File: config.mk
export PLATFORM = sky130hd
export DESIGN_NAME = score_tick_generator
export DESIGN_NICKNAME = d
export VERILOG_FILES = /design/src/rtl/score_tick_generator.sv
export SDC_FILE = /design/constraint.sdc
export NUM_CORES = 1
export LEC_CHECK = 0
export ABC_AREA = 1
export CAP_MARGIN = 20
export CORE_MARGIN = 3
export CORE_UTILIZATION = 55
export DETAILED_ROUTE_END_ITERATION = 10
export PLACE_DENSITY = 0.72
export SYNTH_ARGS = -nofsm -noshare
export SYNTH_HDL_FRONTEND = slang
export SYNTH_SLANG_ARGS = --single-unit
File: constraint.sdc
create_clock -name clk -period 12 [get_ports clk]
set_input_delay 3 -clock clk [delete_from_list [all_inputs] [get_ports clk]]
set_output_delay 3 -clock clk [all_outputs]
set_load 0.03 [all_outputs]
File: src/rtl/score_tick_generator.sv
// score_tick_generator: game FSM plus accelerating score tick divider feeding the BCD score display
module score_tick_generator #(
  parameter int unsigned DIV_INIT    = 2_500_000,
  parameter int unsigned DIV_MIN     = 1_000_000,
  parameter int unsigned DIV_STEP    = 250_000,
  parameter int unsigned STEP_POINTS = 100
) (
  input  logic        clk,
  input  logic        rst,
  input  logic        start,
  input  logic        collide,
  output logic        ScoreClock,
  output logic        score_rst,
  output logic        running,
  output logic        game_over,
  output logic [3:0]  speed_level,
  output logic [13:0] points
);
  typedef enum logic [1:0] {IDLE, RUN, OVER} state_t;
  state_t state;
  logic [31:0] div_cnt, cur_div, step_cnt, next_div;
  logic tc;
  assign tc = div_cnt == cur_div - 32'd1;
  // Floor at DIV_MIN by comparing the headroom first, so the subtract never wraps
  assign next_div = (cur_div - DIV_MIN >= DIV_STEP) ? cur_div - DIV_STEP : DIV_MIN;
  assign running = state == RUN;
  assign game_over = state == OVER;
  always_ff @(posedge clk or posedge rst) begin
    if (rst) begin
      state <= IDLE;
      ScoreClock <= 1'b0;
      score_rst <= 1'b0;
      speed_level <= 4'd0;
      points <= 14'd0;
      div_cnt <= 32'd0;
      cur_div <= DIV_INIT;
      step_cnt <= 32'd0;
    end else begin
      ScoreClock <= 1'b0;
      score_rst <= 1'b0;
      if (state != RUN) begin
        if (start) begin
          state <= RUN;
          score_rst <= 1'b1;
          div_cnt <= 32'd0;
          points <= 14'd0;
          step_cnt <= 32'd0;
          speed_level <= 4'd0;
          cur_div <= DIV_INIT;
        end
      end else if (collide) begin
        state <= OVER;
      end else if (tc) begin
        div_cnt <= 32'd0;
        ScoreClock <= 1'b1;
        points <= (points == 14'd9999) ? 14'd0 : points + 14'd1;
        if (step_cnt == STEP_POINTS - 1) begin
          step_cnt <= 32'd0;
          cur_div <= next_div;
          speed_level <= (speed_level == 4'd15) ? 4'd15 : speed_level + 4'd1;
        end else begin
          step_cnt <= step_cnt + 32'd1;
        end
      end else begin
        div_cnt <= div_cnt + 32'd1;
      end
    end
  end
endmodule
==> metrics <==
slowest stage cell, crit path=clkinv_1; area of the core=16100 um2; Buffers on Ports=25; Slew @ Worst Pin=between 0.9 and 1 ns; CTS tree=yes; Setup Fix Bufs, Post-CTS=0; setup TNS=0 ns; mapped cell area=9090 um2; synth warn=0; initial antenna violation count=0; DRT antenna net count=0; Synth Net Count=roughly 1400; Max Freq=~0.17 GHz; largest family of logic cells by synthesized area=simple AND/OR/NAND/NOR gates; first-pass GRT wire length=41.2 mm; Top cell by count, worst path=buf_4; largest net degree at the start of global routing=96; leakage=approximately 4.5 nW; hold path depth=2; vias post-DR=a little under 9000; vias per inst=roughly 5.5; antenna fix cells=0; Synth async-reset ratio=100%; placer congestion estimate=0.961; CP startpoint kind=flip-flop; min-delay worst type=flip-flop to flip-flop; Tot GR Track Use=between 20% and 30%; max_cap viols=0; multiplexer area fraction after synthesis=0%; row cnt=46; Synth Flop Type=dfrtp_1; worst path arrival time=around 3.0 ns; Hold-fix buffers, CTS=0; Skew-Pair Late Insertion Delay=between 0.4 and 0.5 ns; slowest stage delay, CP=~0.65 ns; r2r setup slk=7.73 ns; Ports=26; Iteration-0 DRC Markers=701; drt wl/cell=14.9 um; Gate Count Post-Synth=1424; final wirelength=24.5 mm; Overflow after GRT=0; P&R area growth vs syn=8.96%; hold wc startpoint=cur_div[5]$_DFFE_PP1P_; DRC=0; post-synthesis adder-cell area fraction=less than 1%; crit path max fanout=29; DP HPWL=roughly 17 mm; r2r startpoint=cur_div[4]$_DFFE_PP0P_; CP cell instances=nand2_1 -> buf_4 -> clkinv_1 -> buf_4 -> clkdlybuf4s50_1; sequential area share after synthesis=around a third; Final nets=1424; post-synth cell types=between 40 and 50; Final setup viols=0; share of layout cells above drive strength 1=approximately 7.3%; Tcrit/Tclk final=~50%; syn_area_per_cell=roughly 6.4 um2; Worst Path Required=around 9.0 ns; skew final=approximately 0.013 ns; root buffer cell=clkbuf_16; Reg2Reg Depth=15; critical path type=flip-flop to output port; vias in the first global route=8459; Crit. End Element=output port; Post-synth EDFFs=0; clk sinks=~110; Fillers=1530; Max VDD drop=around 0.16 mV; DR pass1 iterations=5; RSZ-0062 raised after global routing=false; total power=about 2.1 mW; XOR/XNOR Fraction of Synth Area=about 6.4%; Pwr per Cell Area=~210 nW/um2; Die ar.=18100 um2; H-tree depth=4; clk slew on worst S/H paths=approximately 0.060 ns; fin crit period=6.04 ns; FF-to-FF End=points[2]$_DFFE_PP0P_; Die X=~130 um; Initial Util=between 50% and 60%; buffer and inverter count on the worst path=4; Max Slew Vio Count=0; Hold Fails Final Rpt=0; Inserted Clock Buffers=17; headroom to the max-slew limit=a little over a third; Max clock buf depth=2; critical path depth=5; Synth Area in Simple Gates=44.0%; flops & latches, synth=about 110; WHS Endpoint=cur_div[5]$_DFFE_PP1P_; compound-cell area share of the yosys netlist=approximately 8%; CP delay by family, top=buffers and inverters; status=complete, no violations; Post-CTS Resized=0; Die Span Y=~130 um
## flip-flops by register name, summed over array words and instances (netlist names)
signal and count:
step_cnt 32, state 2, score_rst 1, points 14, ScoreClock 1, speed_level 4, cur_div 28, div_cnt 32
## per-stage QoR
step                hold WS [ns]  instance area (um2)  setup WS [ns]  instances  util [%]
global placement           0.470                 9350           6.01       1610      58.2
floorplan                  0.457                 9090           6.00       1424         -
CTS                        0.484                 9910           5.93       1642      61.7
global route               0.522                 9910           5.83       1642      61.7
detailed placement         0.479                 9350           5.95       1610      58.2
finish                     0.482                 9910           5.96       1642      61.7
## worst register-to-register path, delay by kind of cell (launching register included)
family / cells / cell delay (ns)
DFF: 1 / 0.45
AOI/OAI and AO/OA: 1 / 0.12
buffers and inverters: 1 / 0.16
adders and majority gates: 1 / 0.31
and+or+nand+nor: 12 / 3.06
## routing by layer
metal  part of all wire [%]  track usage [%]  routed length (um)  vias to the layer above
met5                      0                0                   0                        -
met4                    3.1             10.6                 756                        0
met3                    5.3             5.18                1290                       59
met2                     47             47.0               11600                      255
met1                     44             36.2               10900                     4054
li1                       -                -                   -                     4581
## cell usage after synthesis, types with 13 or more instances
cell type	number	area (um2)
nor2_2	13	81.3
buf_2	25	125
nor4_1	15	93.8
nor3_1	24	120
clkbuf_1	23	86.3
nand4_1	68	425
nor2_1	172	646
dfrtp_1	106	2650
nand3b_1	17	128
inv_1	131	492
o21ai_0	24	120
or2_2	17	106
a21oi_1	55	275
xor2_1	55	482
nand3_1	106	531
o21ai_1	31	155
nand2_1	459	1720
## kinds of logic (layout without fill, tap and decap cells)
| kind of cell | after synthesis | after routing |
|---|---|---|
| AO/OA/AOI/OAI | 132 | 132 |
| XOR/XNOR | 66 | 66 |
| adder cells (fa/ha/maj) | 7 | 7 |
| buffers and inverters | 197 | 199 |
| flip-flops | 114 | 114 |
| AND/OR/NAND/NOR | 908 | 908 |
## worst max path at each step
stage	start	slack [ns]	end
3_3_place_gp	collide	6.01	div_cnt[30]$_DFFE_PP0P_
4_1_cts	state[0]$_DFFE_PP0P_	5.93	running
2_1_floorplan	rst	6.00	ScoreClock$_DFF_PP0_
5_1_grt	state[0]$_DFFE_PP0P_	5.83	running
3_5_place_dp	collide	5.95	div_cnt[30]$_DFFE_PP0P_
6_report	state[0]$_DFFE_PP0P_	5.96	running
## placed cells by master, fill, tap and decap left out, drive strengths merged, types with 2 or more instances in the layout
cell type and n:
xor2 55, a21oi 55, nor3 25, clkinv 7
or2 17, nor4 15, nand3b 17, o211ai 2
ha 7, dfstp 8, nor2 191, buf 6
dfrtp 106, o21ai 66, nand4 68, nand3 106
inv 139, clkdlybuf4s50 25, o21bai 4, clkinvlp 3
xnor2 11, and3 2, clkbuf 18, nand2 465
## report_power, final
part	internal (mW)	switching (mW)	total (mW)
logic	0.314	0.735	1.05
registers	0.451	0.121	0.573
clock network	0.287	0.205	0.492
## layout make-up
type                            count  area [um2]  area share [%]
Sequential cell                   114        2860            28.9
Clock inverter                     14         129            1.30
Tap cell                          216         270            2.73
Timing Repair Buffer               31         295            2.98
Multi-Input combinational cell   1113        5410            54.6
Inverter                          136         513            5.18
Clock buffer                       18         429            4.33
Note: power is estimated with default switching activity, not from simulation.
